--- src/rtl/i2cm_seq_if.sv ---
// Request/response and core-command bundle between the I2C register
// sequencer, its requester and the I2C master core.
interface i2cm_seq_if;
  // requester side
  logic       req_valid;
  logic       req_ready;
  logic       req_wr;
  logic [6:0] req_dev;
  logic [7:0] req_reg;
  logic [7:0] req_wdata;
  logic       rsp_valid;
  logic [1:0] rsp_err;
  logic [7:0] rsp_rdata;
  // core side
  logic [4:0] cmds;
  logic [4:0] cdone;
  logic [7:0] tbyte;
  logic       txack;
  logic       rxack;
  logic [7:0] rbyte;
  logic       clr_n;
  logic       busy;

  // sequencer view
  modport slave (
    input  req_valid, req_wr, req_dev, req_reg, req_wdata, cdone, rxack, rbyte,
    output req_ready, rsp_valid, rsp_err, rsp_rdata, cmds, tbyte, txack, clr_n, busy
  );

  // requester + core view
  modport master (
    output req_valid, req_wr, req_dev, req_reg, req_wdata, cdone, rxack, rbyte,
    input  req_ready, rsp_valid, rsp_err, rsp_rdata, cmds, tbyte, txack, clr_n, busy
  );
endinterface

--- src/rtl/i2cm_seq.sv ---
// I2C register-access sequencer: turns one register read/write request into
// the START/byte/STOP command sequence for a byte-level I2C master core,
// with ack checking and a per-command watchdog.
module i2cm_seq #(
  parameter int         TMO_W     = 16,
  parameter logic [4:0] CMD_START = 5'h01,
  parameter logic [4:0] CMD_WRITE = 5'h02,
  parameter logic [4:0] CMD_READ  = 5'h04,
  parameter logic [4:0] CMD_STOP  = 5'h08
) (
  input  logic       clk,
  input  logic       rst_n,
  i2cm_seq_if.slave  bus
);

  typedef enum logic [3:0] {
    S_IDLE, S_START, S_DEVW, S_REG, S_WDATA,
    S_RSTART, S_DEVR, S_READ, S_STOP, S_RESP
  } state_t;

  state_t           r_state;
  logic [4:0]       r_cmds;
  logic [7:0]       r_tbyte;
  logic             r_txack;
  logic             r_clr_n;
  logic             r_rsp_valid;
  logic [1:0]       r_err;
  logic [7:0]       r_rdata;
  logic             r_wr;
  logic [6:0]       r_dev;
  logic [7:0]       r_reg;
  logic [7:0]       r_wdata;
  logic [TMO_W-1:0] r_wdog;

  logic [4:0]       w_cmd;
  logic             w_issue;
  logic             w_hit;
  logic [TMO_W-1:0] w_wdog_nxt;
  logic             w_tmo;

  // command owned by each issuing state (0 for IDLE/RESP)
  always_comb begin
    w_cmd = 5'h00;
    case (r_state)
      S_START, S_RSTART:              w_cmd = CMD_START;
      S_DEVW, S_REG, S_WDATA, S_DEVR: w_cmd = CMD_WRITE;
      S_READ:                         w_cmd = CMD_READ;
      S_STOP:                         w_cmd = CMD_STOP;
      default:                        w_cmd = 5'h00;
    endcase
  end

  // cmds is dropped on completion and every exit, so an issuing state with
  // cmds low has not yet issued; completion only counts on the matching bit
  assign w_issue    = (w_cmd != 5'h00) && (r_cmds == 5'h00);
  assign w_hit      = |(bus.cdone & r_cmds);
  assign w_wdog_nxt = r_wdog + {{(TMO_W-1){1'b0}}, 1'b1};
  assign w_tmo      = &w_wdog_nxt;

  // sequencer FSM with all core/response outputs registered
  always_ff @(posedge clk or negedge rst_n) begin
    if (!rst_n) begin
      r_state     <= S_IDLE;
      r_cmds      <= 5'h00;
      r_tbyte     <= 8'h00;
      r_txack     <= 1'b0;
      r_clr_n     <= 1'b1;
      r_rsp_valid <= 1'b0;
      r_err       <= 2'b00;
      r_rdata     <= 8'h00;
      r_wr        <= 1'b0;
      r_dev       <= 7'h00;
      r_reg       <= 8'h00;
      r_wdata     <= 8'h00;
      r_wdog      <= '0;
    end else begin
      r_rsp_valid <= 1'b0;
      r_clr_n     <= 1'b1;
      case (r_state)
        S_IDLE: if (bus.req_valid) begin
          r_wr    <= bus.req_wr;
          r_dev   <= bus.req_dev;
          r_reg   <= bus.req_reg;
          r_wdata <= bus.req_wdata;
          r_err   <= 2'b00;
          r_tbyte <= 8'h00;
          r_state <= S_START;
        end
        S_RESP: r_state <= S_IDLE;
        default: begin
          if (w_issue) begin
            r_cmds <= w_cmd;
            r_wdog <= '0;
          end else if (w_hit) begin
            r_cmds  <= 5'h00;
            r_wdog  <= '0;
            r_tbyte <= 8'h00;
            r_txack <= 1'b0;
            case (r_state)
              S_START: begin
                r_tbyte <= {r_dev, 1'b0};
                r_state <= S_DEVW;
              end
              S_DEVW: if (bus.rxack) begin
                r_err   <= 2'b01;
                r_state <= S_STOP;
              end else begin
                r_tbyte <= r_reg;
                r_state <= S_REG;
              end
              S_REG: if (bus.rxack) begin
                r_err   <= 2'b10;
                r_state <= S_STOP;
              end else if (r_wr) begin
                r_tbyte <= r_wdata;
                r_state <= S_WDATA;
              end else begin
                r_state <= S_RSTART;
              end
              S_WDATA: begin
                if (bus.rxack) r_err <= 2'b10;
                r_state <= S_STOP;
              end
              S_RSTART: begin
                r_tbyte <= {r_dev, 1'b1};
                r_state <= S_DEVR;
              end
              S_DEVR: if (bus.rxack) begin
                r_err   <= 2'b01;
                r_state <= S_STOP;
              end else begin
                r_txack <= 1'b1;
                r_state <= S_READ;
              end
              S_READ: begin
                r_rdata <= bus.rbyte;
                r_state <= S_STOP;
              end
              default: begin
                r_rsp_valid <= 1'b1;
                r_state     <= S_RESP;
              end
            endcase
          end else if (w_tmo) begin
            // core hung: abort it and report without a STOP
            r_cmds      <= 5'h00;
            r_wdog      <= w_wdog_nxt;
            r_tbyte     <= 8'h00;
            r_txack     <= 1'b0;
            r_clr_n     <= 1'b0;
            r_err       <= 2'b11;
            r_rsp_valid <= 1'b1;
            r_state     <= S_RESP;
          end else begin
            r_wdog <= w_wdog_nxt;
          end
        end
      endcase
    end
  end

  assign bus.req_ready = (r_state == S_IDLE);
  assign bus.busy      = (r_state != S_IDLE);
  assign bus.cmds      = r_cmds;
  assign bus.tbyte     = r_tbyte;
  assign bus.txack     = r_txack;
  assign bus.clr_n     = r_clr_n;
  assign bus.rsp_valid = r_rsp_valid;
  assign bus.rsp_err   = r_err;
  assign bus.rsp_rdata = r_rdata;

endmodule

--- src/flat_wrapper.sv ---
// flat-port wrapper written by rule: the top's interface ports become plain ports
module i2cm_seq_flat 
#(
  parameter int         TMO_W     = 16,
  parameter logic [4:0] CMD_START = 5'h01,
  parameter logic [4:0] CMD_WRITE = 5'h02,
  parameter logic [4:0] CMD_READ  = 5'h04,
  parameter logic [4:0] CMD_STOP  = 5'h08
)
  (clk, rst_n, bus_req_valid, bus_req_wr, bus_req_dev, bus_req_reg, bus_req_wdata, bus_cdone, bus_rxack, bus_rbyte, bus_req_ready, bus_rsp_valid, bus_rsp_err, bus_rsp_rdata, bus_cmds, bus_tbyte, bus_txack, bus_clr_n, bus_busy);
  i2cm_seq_if bus_i ();
  input  logic clk;
  input  logic rst_n;
  input wire logic [$bits(bus_i.req_valid)-1:0] bus_req_valid;
  input wire logic [$bits(bus_i.req_wr)-1:0] bus_req_wr;
  input wire logic [$bits(bus_i.req_dev)-1:0] bus_req_dev;
  input wire logic [$bits(bus_i.req_reg)-1:0] bus_req_reg;
  input wire logic [$bits(bus_i.req_wdata)-1:0] bus_req_wdata;
  input wire logic [$bits(bus_i.cdone)-1:0] bus_cdone;
  input wire logic [$bits(bus_i.rxack)-1:0] bus_rxack;
  input wire logic [$bits(bus_i.rbyte)-1:0] bus_rbyte;
  output wire logic [$bits(bus_i.req_ready)-1:0] bus_req_ready;
  output wire logic [$bits(bus_i.rsp_valid)-1:0] bus_rsp_valid;
  output wire logic [$bits(bus_i.rsp_err)-1:0] bus_rsp_err;
  output wire logic [$bits(bus_i.rsp_rdata)-1:0] bus_rsp_rdata;
  output wire logic [$bits(bus_i.cmds)-1:0] bus_cmds;
  output wire logic [$bits(bus_i.tbyte)-1:0] bus_tbyte;
  output wire logic [$bits(bus_i.txack)-1:0] bus_txack;
  output wire logic [$bits(bus_i.clr_n)-1:0] bus_clr_n;
  output wire logic [$bits(bus_i.busy)-1:0] bus_busy;
  assign bus_i.req_valid = bus_req_valid;
  assign bus_i.req_wr = bus_req_wr;
  assign bus_i.req_dev = bus_req_dev;
  assign bus_i.req_reg = bus_req_reg;
  assign bus_i.req_wdata = bus_req_wdata;
  assign bus_i.cdone = bus_cdone;
  assign bus_i.rxack = bus_rxack;
  assign bus_i.rbyte = bus_rbyte;
  assign bus_req_ready = bus_i.req_ready;
  assign bus_rsp_valid = bus_i.rsp_valid;
  assign bus_rsp_err = bus_i.rsp_err;
  assign bus_rsp_rdata = bus_i.rsp_rdata;
  assign bus_cmds = bus_i.cmds;
  assign bus_tbyte = bus_i.tbyte;
  assign bus_txack = bus_i.txack;
  assign bus_clr_n = bus_i.clr_n;
  assign bus_busy = bus_i.busy;
  i2cm_seq #(.TMO_W(TMO_W), .CMD_START(CMD_START), .CMD_WRITE(CMD_WRITE), .CMD_READ(CMD_READ), .CMD_STOP(CMD_STOP)) u_core (.clk(clk), .rst_n(rst_n), .bus(bus_i));
endmodule
--- config.mk ---
export PLATFORM = sky130hd
export DESIGN_NAME = i2cm_seq_flat
export DESIGN_NICKNAME = d
export VERILOG_FILES = /design/src/rtl/i2cm_seq_if.sv /design/src/rtl/i2cm_seq.sv /design/src/flat_wrapper.sv
export SDC_FILE = /design/constraint.sdc
export NUM_CORES = 1
export LEC_CHECK = 0
export ABC_AREA = 1
export CAP_MARGIN = 20
export CORE_MARGIN = 2
export CORE_UTILIZATION = 35
export DETAILED_ROUTE_END_ITERATION = 8
export GPL_ROUTABILITY_DRIVEN = 0
export PLACE_DENSITY = 0.58
export RECOVER_POWER = 50
export SLEW_MARGIN = 20
export SYNTH_ARGS = -nofsm -noshare
export SYNTH_HDL_FRONTEND = slang
export SYNTH_SLANG_ARGS = --single-unit
--- constraint.sdc ---
create_clock -name clk -period 2 [get_ports clk]
set_clock_uncertainty 0.1 [all_clocks]
set_input_delay 0.2 -clock clk [delete_from_list [all_inputs] [get_ports clk]]
set_output_delay 0.2 -clock clk [all_outputs]
set_load 0.005 [all_outputs]
==> flow_summary.json <==
{
  "drtPass1Iterations": 4,
  "yosysSeqAreaShare_pct": 50.04,
  "yosysMostFrequentCell": "nand2_1",
  "syn_area_mm2": 0.003453,
  "met2_usage_pct": 30.97,
  "top_register": "u_core.r_wdog",
  "met1_usage_pct": 22.11,
  "wl_per_cell_um": 13.28,
  "cts_tree": "yes",
  "stdcell_count": 659,
  "synth.distinct_cells": 34,
  "viasPerCell": 4.771,
  "grt_util_met3_pct": 4.301,
  "antenna_found_initial": 0,
  "dp_slack_ns": -0.1584,
  "cp.arrival_ns": 2.25,
  "grt_overflow_total": 0,
  "cts_buffers": 9,
  "report.final.setup_viol": 20,
  "synth.top_cell.area_share_pct": 49.28,
  "routed_wirelength_um": 8749,
  "grt_max_degree": 60,
  "vdd_drop_max_mv": 0.9436,
  "crit_path_start_kind": "register",
  "worstSkewPairLatency_ns": 0.35,
  "synth_top_cells_by_count": "nand2_1 (122), dfrtp_1 (68), nand3_1 (33), nor2_1 (31), inv_1 (29)",
  "yosys_warnings": 0,
  "antenna_cells": 0,
  "hp-class": "input pin to asynchronous set/reset pin",
  "clk_path_buf_depth": 2,
  "busiest_layer": "met2",
  "design.die.area_mm2": 0.01068,
  "fin_ws_ns": -0.1058,
  "placed_cells": 631,
  "rsz0062_at_grt": "yes",
  "critPathKind": "register to register",
  "syn_nets": 440,
  "setup_tns_ns": -1.361,
  "synthTopCellsByArea": "dfrtp_1 (49%), nand2_1 (13%), mux2_2 (9.1%)",
  "p_leak_nw": 2.262,
  "ys_seq_elements": 69,
  "power_density_mw_per_mm2": 1311,
  "die_width_um": 103.3,
  "globalRouteTotalUtil_pct": 18.04,
  "r2r-end": "u_core.bus.tbyte[2]$_DFFE_PN0P_",
  "drv_cap": 0,
  "r2r_slack_ns": -0.11,
  "violations": "negative setup slack",
  "max_slew_margin_pct": 45.82,
  "fin_crit_sh_pct": 105.3,
  "grt_first_pass_wirelength_um": 14980,
  "dp_hpwl_um": 6316,
  "period_needed_ns": 2.106,
  "numPortBuffers": 66,
  "endpoint_kind": "register",
  "row_count": 36,
  "slew_viol_final": 0,
  "status": "finished, violations left",
  "start_util_pct": 35.66,
  "syn_inst": 397,
  "finalHoldViolations": 0,
  "drc": 0,
  "largest_register_ffs": 16,
  "worstPathMaxFanout": 8,
  "drtAntennaViolNets": 0,
  "worst_pin_slew_ns": 0.8128,
  "vias": 3144,
  "final_layout_size_suffix_gt1_share_pct": 25.86,
  "clock_sinks": 69,
  "grt_pass1_vias": 3190,
  "max_freq_ghz": 0.4749,
  "cts-htree-levels": 3,
  "r2r_start": "u_core.r_wdog[0]$_DFFE_PN0P_",
  "synth_enable_flop_cells": 0,
  "drtIter0Drc": 84,
  "ys.flop_type": "dfrtp_1",
  "clockRootBuffer": "clkbuf_8",
  "boundaryPins": 69,
  "core-area_mm2": 0.009684,
  "required_ns": 2.14,
  "reg2regPathDepth": 14,
  "syn_area_per_cell_um2": 8.699,
  "yosys.area.top_type": "dfrtp_1",
  "nets": 564,
  "area_growth_pct": 45.25,
  "clk_pin_slew_worst_paths_ns": 0.08,
  "async_flop_share_pct": 100.0,
  "die-height_um": 103.3
}
-- where the power goes --
group,switching (mW),total (mW),internal [mW]
Sequential,0.324,2.19,1.87
Combinational,1.55,3.20,1.66
Clock,0.590,1.18,0.593
Total,2.46,6.58,4.12
-- per-stage QoR --
stage / utilization, % / power (mW) / hold slack [ns] / cell area (um2)
after floorplan: - / 3.647 / -0.1956 / 3453
after global placement: 47.64 / 5.000 / -0.005028 / 4613
after detailed placement: 47.64 / 5.056 / -0.0009206 / 4613
after CTS: 51.30 / 6.532 / 0.1466 / 4969
after global routing: 51.80 / 7.082 / 0.3290 / 5016
final: 51.80 / 6.578 / 0.2546 / 5016
-- critical path, cell delays in order (launching register included) --
cell      delay, ns
dfrtp_1        0.39
ha_2           0.23
nand2_2        0.09
nor2_4         0.13
nand3_2        0.12
o21bai_1       0.14
nand2_1        0.08
nor2_1         0.10
nand3_1        0.11
nand2_2        0.11
nand2_4        0.09
nand2_8        0.11
nand2_8        0.08
nand2_1        0.07
nand2_1        0.04
-- cell usage in the layout, fill, tap and decap left out, drive strengths merged --
cell and count:
a211oi 1, a21oi 5, a22o 2, a31oi 1, buf 54, bufinv 1
clkbuf 11, clkdlybuf4s50 60, clkinv 2, conb 1, dfrtp 68, dfstp 1
dlygate4sd2 2, dlygate4sd3 4, ha 2, inv 34, mux2 31, nand2 127
nand3 34, nand3b 1, nand4 9, nor2 40, nor3 6, nor4 2
o21ai 16, o21bai 1, o22ai 9, xor2 1
-- worst max path at each step --
stage / from / endpoint / slack [ns] / cells after the start
after floorplan: u_core.r_wdog[1]$_DFFE_PN0P_ / u_core.bus.rsp_err[0]$_DFFE_PN0P_ / 0.09 / 14
after CTS: u_core.r_wdog[1]$_DFFE_PN0P_ / u_core.bus.tbyte[0]$_DFFE_PN0P_ / -0.1 / 16
after global placement: u_core.r_wdog[0]$_DFFE_PN0P_ / u_core.bus.txack$_DFFE_PN0P_ / -0.09 / 14
after global routing: u_core.r_wdog[0]$_DFFE_PN0P_ / u_core.bus.tbyte[1]$_DFFE_PN0P_ / -0.31 / 16
after detailed placement: u_core.r_wdog[0]$_DFFE_PN0P_ / u_core.bus.tbyte[2]$_DFFE_PN0P_ / -0.16 / 14
final: u_core.r_wdog[0]$_DFFE_PN0P_ / u_core.bus.tbyte[2]$_DFFE_PN0P_ / -0.11 / 14
-- cell families after synthesis --
| group | Yosys count | synth area share (%) |
|---|---|---|
| other | 1 | 0.1086 |
| multiplexers | 31 | 10.11 |
| AO/OA/AOI/OAI | 35 | 5.797 |
| flip-flops | 69 | 50.04 |
| AND/OR/NAND/NOR | 219 | 28.48 |
| adder cells (fa/ha/maj) | 2 | 0.7245 |
| buffers and inverters | 39 | 4.492 |
| XOR/XNOR | 1 | 0.2537 |
-- what timing repair did --
action	4_1_cts	5_1_grt
endpoints found under the hold margin	69	0
setup endpoints to repair	22	51
setup buffers	8	3
resized for setup	27	8
hold buffers	1	0
pin swaps	12	8
-- routing by layer --
metal / share of wire, % / wire, um / vias to the layer above
met5: 0 / 0 / -
met4: 1.8 / 156 / 0
li1: - / - / 1566
met1: 44 / 3819 / 1487
met3: 4.5 / 396 / 15
met2: 50 / 4376 / 76
-- layout make-up --
cell class                 count  area, um2
sequential                    69       1729
clock inverter                 7      78.83
fill                         924       4668
timing repair buffer         122       1124
multi-input combinational    289       1682
inverter                      30      112.6
clock buffer                   9      123.9
tap                          133      166.4
Power figures use the tool's default switching activity.
